[config.mk]
export PLATFORM = sky130hd
export DESIGN_NAME = stream_packer
export DESIGN_NICKNAME = d
export VERILOG_FILES = /design/src/rtl/resizer_pkg.sv /design/src/rtl/lane_compact.sv /design/src/rtl/stream_packer.sv
export SDC_FILE = /design/constraint.sdc
export NUM_CORES = 1
export LEC_CHECK = 0
export ABC_AREA = 1
export CORE_UTILIZATION = 30
export CTS_BUF_LIST = sky130_fd_sc_hd__clkbuf_16
export CTS_CLUSTER_SIZE = 28
export DETAILED_ROUTE_END_ITERATION = 7
export PLACE_DENSITY = 0.56
export SLEW_MARGIN = 20
export SYNTH_ARGS = -nofsm -noshare
export SYNTH_HDL_FRONTEND = slang
export SYNTH_SLANG_ARGS = --single-unit
[constraint.sdc]
create_clock -name clk -period 3.4 [get_ports clk]
set_input_delay 0.34 -clock clk [delete_from_list [all_inputs] [get_ports clk]]
set_output_delay 0.34 -clock clk [all_outputs]
set_load 0.01 [all_outputs]
[src/rtl/resizer_pkg.sv]
// resizer_pkg: shared lane type, popcount and count-width helpers for the resizer/packer stages
package resizer_pkg;

    localparam int T_DATA_WIDTH_DEF = 4;

    typedef logic [T_DATA_WIDTH_DEF-1:0] lane_t;

    // Bits needed to hold a count in 0..depth inclusive.
    function automatic int count_width(input int depth);
        return $clog2(depth + 1);
    endfunction

    function automatic int popcount(input logic [31:0] v);
        int c;
        c = 0;
        for (int i = 0; i < 32; i++) c += int'(v[i]);
        return c;
    endfunction

endpackage

[src/rtl/lane_compact.sv]
// lane_compact: packs the kept lanes of one beat into contiguous low lanes
//   keep_i : per-lane valid mask
//   data_i : lane data
//   data_o : kept lanes in ascending order from lane 0, unused lanes zero
//   cnt_o  : number of kept lanes
module lane_compact
    import resizer_pkg::*;
#(
    parameter int KEEP_WIDTH   = 2,
    parameter int T_DATA_WIDTH = 4
) (
    input  logic [KEEP_WIDTH-1:0]            keep_i,
    input  logic [T_DATA_WIDTH-1:0]          data_i [KEEP_WIDTH],
    output logic [T_DATA_WIDTH-1:0]          data_o [KEEP_WIDTH],
    output logic [count_width(KEEP_WIDTH)-1:0] cnt_o
);

    localparam int KW = count_width(KEEP_WIDTH);

    // pos is the running prefix sum of keep bits: the destination slot of lane i.
    always_comb begin
        int pos;
        pos = 0;
        data_o = '{default: '0};
        for (int i = 0; i < KEEP_WIDTH; i++) begin
            for (int j = 0; j < KEEP_WIDTH; j++)
                if (keep_i[i] && j == pos) data_o[j] = data_i[i];
            pos += int'(keep_i[i]);
        end
        cnt_o = KW'(popcount(32'(keep_i)));
    end

endmodule

[src/rtl/stream_packer.sv]
// stream_packer: re-packs sparse-keep beats into fully populated beats, preserving packet boundaries
//   clk, rst                        : clock, asynchronous active-high reset
//   s_valid_i/s_ready_o/s_last_i    : input handshake and end of packet
//   s_keep_i/s_data_i               : input lane mask (any pattern) and lane data
//   m_valid_o/m_ready_i/m_last_o    : output handshake and end of packet
//   m_keep_o/m_data_o               : contiguous low-lane mask and packed lane data
module stream_packer
    import resizer_pkg::*;
#(
    parameter int KEEP_WIDTH   = 2,
    parameter int T_DATA_WIDTH = 4
) (
    input  logic                    clk,
    input  logic                    rst,
    input  logic                    s_valid_i,
    output logic                    s_ready_o,
    input  logic                    s_last_i,
    input  logic [KEEP_WIDTH-1:0]   s_keep_i,
    input  logic [T_DATA_WIDTH-1:0] s_data_i [KEEP_WIDTH],
    output logic                    m_valid_o,
    input  logic                    m_ready_i,
    output logic                    m_last_o,
    output logic [KEEP_WIDTH-1:0]   m_keep_o,
    output logic [T_DATA_WIDTH-1:0] m_data_o [KEEP_WIDTH]
);

    localparam int BUF_DEPTH = 2 * KEEP_WIDTH;
    localparam int CW        = count_width(BUF_DEPTH);
    localparam int KW        = count_width(KEEP_WIDTH);

    logic [T_DATA_WIDTH-1:0] buf_q [BUF_DEPTH];
    logic [T_DATA_WIDTH-1:0] buf_d [BUF_DEPTH];
    logic [T_DATA_WIDTH-1:0] cp_data [KEEP_WIDTH];
    logic [KW-1:0]           cp_cnt;
    logic [CW-1:0]           cnt_q, cnt_d, n, base;
    logic                    last_q, last_d, push, pop;

    lane_compact #(
        .KEEP_WIDTH  (KEEP_WIDTH),
        .T_DATA_WIDTH(T_DATA_WIDTH)
    ) u_compact (
        .keep_i(s_keep_i),
        .data_i(s_data_i),
        .data_o(cp_data),
        .cnt_o (cp_cnt)
    );

    // Ready depends only on state, so there is no path from m_ready_i.
    assign s_ready_o = !rst && !last_q && cnt_q <= CW'(KEEP_WIDTH);
    assign m_valid_o = cnt_q >= CW'(KEEP_WIDTH) || last_q;
    assign m_last_o  = last_q && cnt_q <= CW'(KEEP_WIDTH);
    assign n         = cnt_q < CW'(KEEP_WIDTH) ? cnt_q : CW'(KEEP_WIDTH);
    assign push      = s_valid_i && s_ready_o;
    assign pop       = m_valid_o && m_ready_i;
    // base is where the new lanes land, after any pop has shifted the buffer.
    assign base      = pop ? cnt_q - n : cnt_q;
    assign cnt_d     = base + (push ? CW'(cp_cnt) : '0);
    assign last_d    = push && s_last_i ? 1'b1 : pop && m_last_o ? 1'b0 : last_q;

    always_comb begin
        m_keep_o = '0;
        m_data_o = '{default: '0};
        for (int i = 0; i < KEEP_WIDTH; i++) begin
            m_keep_o[i] = CW'(i) < n;
            m_data_o[i] = CW'(i) < n ? buf_q[i] : '0;
        end
    end

    // Entries above the fill level are kept at zero.
    always_comb begin
        buf_d = '{default: '0};
        for (int i = 0; i < BUF_DEPTH; i++) begin
            for (int j = 0; j < BUF_DEPTH; j++)
                if (j < int'(cnt_q) && j == i + (pop ? int'(n) : 0)) buf_d[i] = buf_q[j];
            for (int j = 0; j < KEEP_WIDTH; j++)
                if (push && j < int'(cp_cnt) && i == int'(base) + j) buf_d[i] = cp_data[j];
        end
    end

    always_ff @(posedge clk or posedge rst) begin
        if (rst) begin
            cnt_q  <= '0;
            last_q <= 1'b0;
            buf_q  <= '{default: '0};
        end else begin
            cnt_q  <= cnt_d;
            last_q <= last_d;
            buf_q  <= buf_d;
        end
    end

    assert property (@(posedge clk) disable iff (rst) cnt_q <= CW'(BUF_DEPTH));

endmodule

==> out/qor.csv <==
stage;metric;value;unit
sta;setup_tns;0;ps
synth;synth_cell_types;24;
global_route;met3_usage;0.0384;
sta;rsz0062_at_grt;false;
synth;yosys_register_bits;20;
setup_path;critPathRequiredTime;3060;ps
setup_path;slowest_stage;dfrtp_1;
layout;area_delta_synth_final;27.6;%
global_route;busiest_layer;met2;
sta;finalSetupViolations;0;
detailed_routing;wl_per_cell;11.1;um
synth;ys.flop_type;dfrtp_1;
clock_network;cts_resized;0;
clock_network;htreeDepth;1;
detailed_routing;drt_iter0_markers;51;
floorplan;start_util;0.319;
global_route;met2_usage;0.242;
global_route;grt_pass1_vias;1375;
global_route;grt_max_degree;21;
synth;yosys_warnings;0;
floorplan;chipHeight;73.6;um
setup_path;cpMostUsedCell;nor2_4;
synth;syn_area;0.00154;mm2
sta;fmax;458;MHz
place;portBuffers;27;
setup_path;worst-path-stages;5;
outcome;outcome;finished, final reports clean;
layout;n_antenna_cell;0;
clock_network;cts_root_buf;clkbuf_16;
pwr;power;1080;uW
synth;syn_inst;223;
synth;ys_seq_area_frac;0.325;
layout;finalNetCount;276;
sta;fin_skew;3.59;ps
layout;multi_input_area;876;um2
floorplan;core;0.00482;mm2
setup_path;ff2ff_setup_slack;1280;ps
synth;synth_most_common_cell;nand2_1;
sta;period_share;0.642;
synth;syn_nets;245;
sta;worst_pin_slew;801;ps
setup_path;reg2reg_depth;13;
detailed_routing;avgViaCountPerCell;4.41;
setup_path;endpoint_kind;output pin;
setup_path;critical_path_class;reg -> out;
detailed_routing;route.detailed.drc;0;
global_route;gr-usage-met1;0.198;
detailed_routing;wl;3.53;mm
clock_network;clock_latency;250;ps
pwr;p_per_area;548;mW/mm2
setup_path;crit_end;m_data_o[7];
setup_path;timing.rr.end;buf_q[3];
layout;seqCellArea;500;um2
setup_path;r2r_start;cnt_q[1];
layout;layout-drive-gt1-share;0.115;
setup_path;start_kind;flop;
synth;ys_top_cells_by_count;nand2_1 (74), inv_1 (37), nor2_1 (23), nand3_1 (21), dfrtp_1 (20);
place;place_congestion;0.882;
flow_run;cap_violations;0;
synth;async_flop_share;1.00;
layout;post-route-util;0.408;
clock_network;post_cts_buffers;0;
sta;drv_slew;0;
synth;avgSynthCellArea;6.90;um2
sta;finalHoldViolCount;0;
setup_path;worst-endpoint-arrival;1840;ps
floorplan;die_x;73.6;um
setup_path;critPathMaxFanout;8;
setup_path;crit_family;buffers and inverters;
floorplan;die_area;0.00542;mm2
setup_path;critical_path_buf_inv_count;2;
global_route;antenna_found_initial;0;
setup_path;path_cells;nor2_4 -> inv_1 -> nor2_4 -> nor2_1 -> clkdlybuf4s50_1;
clock_network;clk_path_buf_depth;2;
synth;netlist.top_cell.by_area;dfrtp_1;
detailed_routing;vias;1408;
setup_path;critPathMaxStageDelay;470;ps
pwr;p_leak;0.00103;uW
clock_network;clk_pin_slew_worst_paths;60;ps
global_route;grt_pass1_wl;6.26;mm
floorplan;ios;28;
sta;relSlewSlack;0.466;
place;dpl.hpwl;2.82;mm
clock_network;cts_tree;built;
layout;n_fill_cell;535;
global_route;grt_util_all_layers;0.154;
synth;synth_area_leaders;dfrtp_1 (33%), nand2_1 (18%), inv_1 (9.0%);
global_route;grt.overflow.total;0;
detailed_routing;ant_nets;0;
detailed_routing;first_pass_iters;4;
worst_hold_path;hp-class;reg -> reg;
clock_network;cts_buffers;3;
pwr;ir_drop;0.267;mV
floorplan;rows;25;
synth;synth_top_area_frac;0.325;
clock_network;cts_sinks;20;
sta;period_needed;2180;ps
setup_path;crit_start;cnt_q[2];
synth;synth_edf_count;0;
clock_network;hold_buffers;0;
report_power, final:
part	switching [uW]	internal, uW	total (uW)
registers	43.6	265	309
clock network	84.1	155	239
logic	343	184	527
layout make-up:
cell class | instances | area share
tap | 67 | 0.0427
timing repair buffer | 27 | 0.138
sequential | 20 | 0.255
clock buffer | 3 | 0.0382
inverter | 40 | 0.0803
multi-input combinational | 162 | 0.446
worst min-delay path by stage:
stage / from / end / cells after the start
final: buf_q[4] / buf_q[12] / 2
after global routing: buf_q[7] / buf_q[15] / 2
after CTS: buf_q[4] / buf_q[12] / 2
after detailed placement: buf_q[4] / buf_q[12] / 2
after global placement: buf_q[5] / buf_q[13] / 2
after floorplan: rst / buf_q[0] / 1
sequential cells by signal, indices dropped and copies added, names as in the netlist:
| name | flops |
|---|---|
| cnt_q | 3 |
| last_q | 1 |
| buf_q | 16 |
through the flow:
step,area [um2],hold slack (ps),setup WS [ps],cells
after floorplan,1540,304,1450,223
final,1960,490,1220,319
after CTS,1960,494,1190,319
after global routing,1960,515,1060,319
after detailed placement,1890,482,1100,316
after global placement,1890,475,1110,316
metal layers:
metal | wire length [um] | vias to the layer above
li1 | - | 740
met1 | 1700 | 625
met2 | 1610 | 36
met3 | 144 | 7
met4 | 67 | 0
met5 | 0 | -
cells in the final DEF, fill, tap and decap left out, drive strengths merged, types with 3 or more instances in the layout:
| cell type | n |
|---|---|
| nand2 | 86 |
| nand3 | 23 |
| a22oi | 4 |
| ha | 6 |
| dfrtp | 20 |
| clkdlybuf4s50 | 27 |
| nand4 | 5 |
| clkbuf | 3 |
| inv | 39 |
| nor2 | 31 |
kinds of logic (layout without fill, tap and decap cells):
logic type / count (synthesis) / count (layout) / synth area share
AO/OA/AOI/OAI: 7 / 7 / 0.0366
adder cells (fa/ha/maj): 7 / 7 / 0.0618
AND/OR/NAND/NOR: 146 / 146 / 0.463
flip-flops: 20 / 20 / 0.325
other: 1 / 1 / 0.00244
XOR/XNOR: 1 / 1 / 0.00569
buffers and inverters: 41 / 70 / 0.106
worst register-to-register path: cells and delay by family, from the launching register on:
kind / cells / cell delay, ps
buf+inv: 3 / 220
fa+ha+maj: 2 / 530
simple gates: 8 / 830
flops: 1 / 440
Note: power is estimated with default switching activity, not from simulation.
==> RTL change 1 (same settings) <==
`T_DATA_WIDTH` is set to 4 in 2 places; all go to 6.
--- a/src/rtl/lane_compact.sv
+++ b/src/rtl/lane_compact.sv
@@ -9,3 +9,3 @@
     parameter int KEEP_WIDTH   = 2,
-    parameter int T_DATA_WIDTH = 4
+    parameter int T_DATA_WIDTH = 6
 ) (
--- a/src/rtl/stream_packer.sv
+++ b/src/rtl/stream_packer.sv
@@ -10,3 +10,3 @@
     parameter int KEEP_WIDTH   = 2,
-    parameter int T_DATA_WIDTH = 4
+    parameter int T_DATA_WIDTH = 6
 ) (
Interface: changed (resized m_data_o and s_data_i); port bits go from 28 to 36. No check against the original RTL was run, so the function may have changed too.
==> RTL change 1 against the unedited design <==
Worst hold slack got worse by 6.7 ps. Routed wire length rose by 47%. Die area increased by 34%. Total power grew 47%. Highest routed layer unchanged. Sequential cell count is 8 higher. Area after synthesis grew 35%. Clock power rose by 50%. Fmax shrank 8.5%. Largest cell class unchanged. Worst setup slack worse by 200 ps. Largest power group unchanged. Design area grew 33%.
==> RTL change 1: results (changes against the unedited design) <==
| Metric | Value |
|---|---|
| Worst Hold Class | `in2async` |
| Worst skew pair latency | `270 ps (+20 ps)` |
| Place WS | `974 ps (-121 ps)` |
| Crit-path max FO | `10 (+2)` |
| Syn. warnings | `0 (unchanged)` |
| Leakage | `1.30 nW (+26%)` |
| Dpl cell area | `0.00251 sq mm (+33%)` |
| Layout cells sized above 1 | `8.43% (-3.1 points)` |
| Global-route usage over all layers | `15.7% (+0.31 points)` |
| Starting DRT DRC Count | `155 (+200%)` |
| Net count, final | `360 (+30%)` |
| Normalized max-slew margin | `59.6% (+13 points)` |
| Cts bufs inserted | `3 (unchanged)` |
| Post-CTS setup buffers | `0 (unchanged)` |
| Largest net degree at the start of global routing | `29 (+38%)` |
| CP arrival | `2040 ps (+200 ps)` |
| Avg Vias per Cell | `4.68 (+6.1%)` |
| Top post-synthesis cells by area | `dfrtp_1 (34%), nand2_1 (19%), inv_1 (8.0%), nand3_1 (6.5%), nor2_1 (5.6%)` |
| WL final | `5190 microns (+47%)` |
| Synthesis-stage register bit count | `28 (+40%)` |
| Sw frac | `42.2% (-1.6 points)` |
| Biggest regs | `buf_q: 24 flops, cnt_q: 3 flops, last_q: 1 flops` |
| Number of global-route vias before repair | `1770 (+29%)` |
| RePlAce Congestion | `0.838 (-5.0%)` |
| Netlist cell types | `26 (+8.3%)` |
| Status | `finished clean` |
| Seq/Total Area, Yosys | `33.7% (+1.2 points)` |
| First-pass GRT wire length | `9020 microns (+44%)` |
| IO Port Bufs | `35 (+30%)` |
-- RTL change 1: cell types whose count changed after synthesis, moves of 2 or more --
cell and delta:
nand3_1 +6, nand4_1 +9, dfrtp_1 +8, a22oi_1 -4, nor2_1 +8, nand2_1 +29, inv_1 +7, nand2_2 -5
nand3_4 +2, a21oi_1 +7, nor2_8 +2
-- RTL change 1: critical path: cells and delay by family, from the launching register on --
kind                   cells  cell delay [ps]
buffers and inverters      3              760
flip-flops                 1              490
AND/OR/NAND/NOR            2              530
-- RTL change 1: routing by layer --
metal,up-vias,track usage (%),routed length [microns]
met1,855,24.0,2620
li1,992,-,-
met3,5,1.85,242
met5,-,0,0
met4,0,4.31,61
met2,63,23.3,2260
-- RTL change 1: worst paths after layout --
| kind | end | cells past startpoint | slack [ps] | from |
|---|---|---|---|---|
| worst min-delay path | last_q | 2 | 480 | rst |
| min in group clk | buf_q[19] | 2 | 500 | buf_q[19] |
| worst max-delay path | m_keep_o[0] | 5 | 1020 | cnt_q[2] |
| max in group asynchronous | buf_q[19] | 2 | 2510 | rst |
| worst max register to register | buf_q[1] | 12 | 1220 | cnt_q[2] |
| worst min register to register | buf_q[19] | 2 | 500 | buf_q[19] |
-- RTL change 1: kinds of logic (layout without fill, tap and decap cells) --
kind of cell               count (synthesis)  count (layout)  synth area share [%]
other                                      2               3                 0.362
DFF                                       28              28                  33.7
xor gates and xnor gates                   1               1                 0.422
adders and majority gates                  8               8                  5.18
AOI/OAI and AO/OA                         11              11                  3.19
buffers and inverters                     46              83                  8.67
and+or+nand+nor                          198             198                  48.4
-- RTL change 1: layout make-up --
type / count / area, sq um
fill: 690 / 3910
inverter: 44 / 165
clock inverter: 1 / 30.0
timing repair buffer: 35 / 350
clock buffer: 3 / 75.1
multi-input combinational: 221 / 1200
tap: 77 / 96.3
sequential: 28 / 701
-- RTL change 1: power by group through the flow --
| stage | clock [W] | sequential [W] | combinational, W |
|---|---|---|---|
| 4_1_cts | 0.000363 | 0.000456 | 0.000781 |
| 3_3_place_gp | 0 | 0.000460 | 0.000775 |
| 5_1_grt | 0.000379 | 0.000464 | 0.000861 |
| 2_1_floorplan | 0 | 0.000438 | 0.000548 |
| 3_5_place_dp | 0 | 0.000462 | 0.000778 |
| 6_report | 0.000358 | 0.000455 | 0.000768 |
-- RTL change 1: stage by stage --
step | hold slack [ps] | std cells
floorplan | 405 | 295
global placement | 483 | 405
detailed placement | 489 | 405
CTS | 508 | 409
global route | 526 | 409
finish | 483 | 409
==> RTL change 2 (same flow settings) <==
Without the edit above. Reset style: synchronous (`rst`), changed in one clocked block. Comments in the files are not updated.
--- a/src/rtl/stream_packer.sv
+++ b/src/rtl/stream_packer.sv
@@ -79,3 +79,3 @@
 
-    always_ff @(posedge clk or posedge rst) begin
+    always_ff @(posedge clk) begin
         if (rst) begin
Function: differs if rst is asserted again (counterexample within 4 cycles, from zero or initial values and one cycle with rst high); with rst held inactive, the same outputs for 10 cycles.
==> RTL change 2 against the unedited design <==
Sequential cell count unchanged. Worst setup slack worse by 420 ps. Area after synthesis up 1.5%. Fmax down 16%. Routed wire length up 5.1%. Cell count up 7.8%. Design area up 0.26%. Critical path type is now reg2reg. Largest cell class unchanged.
Power is not compared: it rests on default switching activity, and its combinational part moved more than twofold at a synthesized area within 25%.
==> RTL change 2: results (changes against the unedited design) <==
| Metric | Value |
|---|---|
| Largest net degree at the start of global routing | `15 (-29%)` |
| RePlAce Congestion | `0.919 (+4.1%)` |
| Biggest regs | `buf_q: 16 flops, cnt_q: 3 flops, last_q: 1 flops` |
| Dpl cells | `340 (+7.6%)` |
| Dpl cell area | `0.00189 sq mm (about the same)` |
| Overall power | `0.000718 W` |
| Hold wc startpoint | `buf_q[3]` |
| Net count, final | `300 (+8.7%)` |
| Hpwl dp | `3030 microns (+7.4%)` |
| Status | `finished clean` |
| Syn nets | `272 (+11%)` |
| Place WS | `739 ps (-356 ps)` |
| Cells after synthesis | `250 (+12%)` |
| Wire per inst | `10.8 microns (-2.5%)` |
| Top post-synthesis cells by area | `dfxtp_1 (26%), nand2_1 (18%), inv_1 (12%), nand3_1 (7.1%), nor2_1 (6.7%)` |
| Reg2reg start | `cnt_q[2]` |
| Sink of the worst hold path | `buf_q[3]` |
| WL final | `3710 microns (+5.1%)` |
| Number of global-route vias before repair | `1314 (-4.4%)` |
| Reg-to-Reg End | `buf_q[3]` |
| Leakage | `0.991 nW` |
| CP arrival | `2750 ps (+910 ps)` |
| Global-route usage over all layers | `15.0% (-0.40 points)` |
| Crit-path max FO | `9 (+1)` |
| Routed vias | `1471 (+4.5%)` |
| Asr flop ratio synth | `0% (-100 points)` |
| Clock skew | `3.07 ps (-0.521 ps)` |
| Hold depth | `2 (unchanged)` |
| Seq/Total Area, Yosys | `25.6% (-6.9 points)` |
| Fin Hold WS | `539 ps (+49.1 ps)` |
| Starting DRT DRC Count | `79 (+55%)` |
| R2R depth | `15 (+2)` |
| First-pass GRT wire length | `6270 microns (+0.11%)` |
| Post-synth top cells | `nand2_1 (74), inv_1 (49), nor2_1 (28)` |
| Layout cells sized above 1 | `11.2% (-0.32 points)` |
| Netlist cell types | `29 (+21%)` |
| R2R setup slack | `790 ps (-490 ps)` |
## RTL change 2: changes by cell type in the layout (fill, tap and decap cells not counted), moves of 3 or more
cell     before  now
nor2_1       23   28
dfxtp_1       0   20
o21ai_0       1    4
dfrtp_1      20    0
inv_1        37   49
inv_2         1    4
## RTL change 2: worst max path at each step
stage	slack, ps	start	to	cells past startpoint
floorplan	1160	cnt_q[2]	buf_q[3]	16
global placement	780	m_ready_i	buf_q[3]	14
detailed placement	740	m_ready_i	buf_q[3]	14
CTS	790	cnt_q[2]	buf_q[3]	15
global route	550	cnt_q[2]	buf_q[3]	15
finish	790	cnt_q[2]	buf_q[3]	15
## RTL change 2: cell type report
class                           instances  area (sq um)
Fill cell                             536          2910
Multi-Input combinational cell        171           926
Sequential cell                        20           400
Timing Repair Buffer                   27           270
Inverter                               55           209
Tap cell                               67          83.8
Clock buffer                            3          75.1
Clock inverter                          1          3.75
## RTL change 2: worst max-delay path: stages, from the launching register on
cell,delay [ps]
dfxtp_1,540
inv_1,140
or2_2,300
ha_1,320
nand3_4,80
nand2_4,160
inv_1,50
nor2_1,90
ha_1,140
inv_1,40
nor2_2,190
inv_2,100
nor2_4,140
nor2_1,60
nor2_1,110
nor2_1,40
## RTL change 2: cells by family (layout without fill, tap and decap cells)
logic type	after synthesis	in the layout	synth area share (%)
and+or+nand+nor	152	152	48.2
AOI/OAI and AO/OA	10	10	4.25
DFF	20	20	25.6
buffers and inverters	59	86	15.1
other	1	1	0.240
xor gates and xnor gates	1	1	0.561
adders and majority gates	7	7	6.09
## RTL change 2: layer usage
layer  up-vias  global-route usage (%)  part of all wire (%)
li1        796                       -                     -
met1       630                    21.7                    50
met2        43                    23.9                    44
met3         2                    1.63                   5.6
met4         0                    3.21                  0.73
met5         -                       0                     0
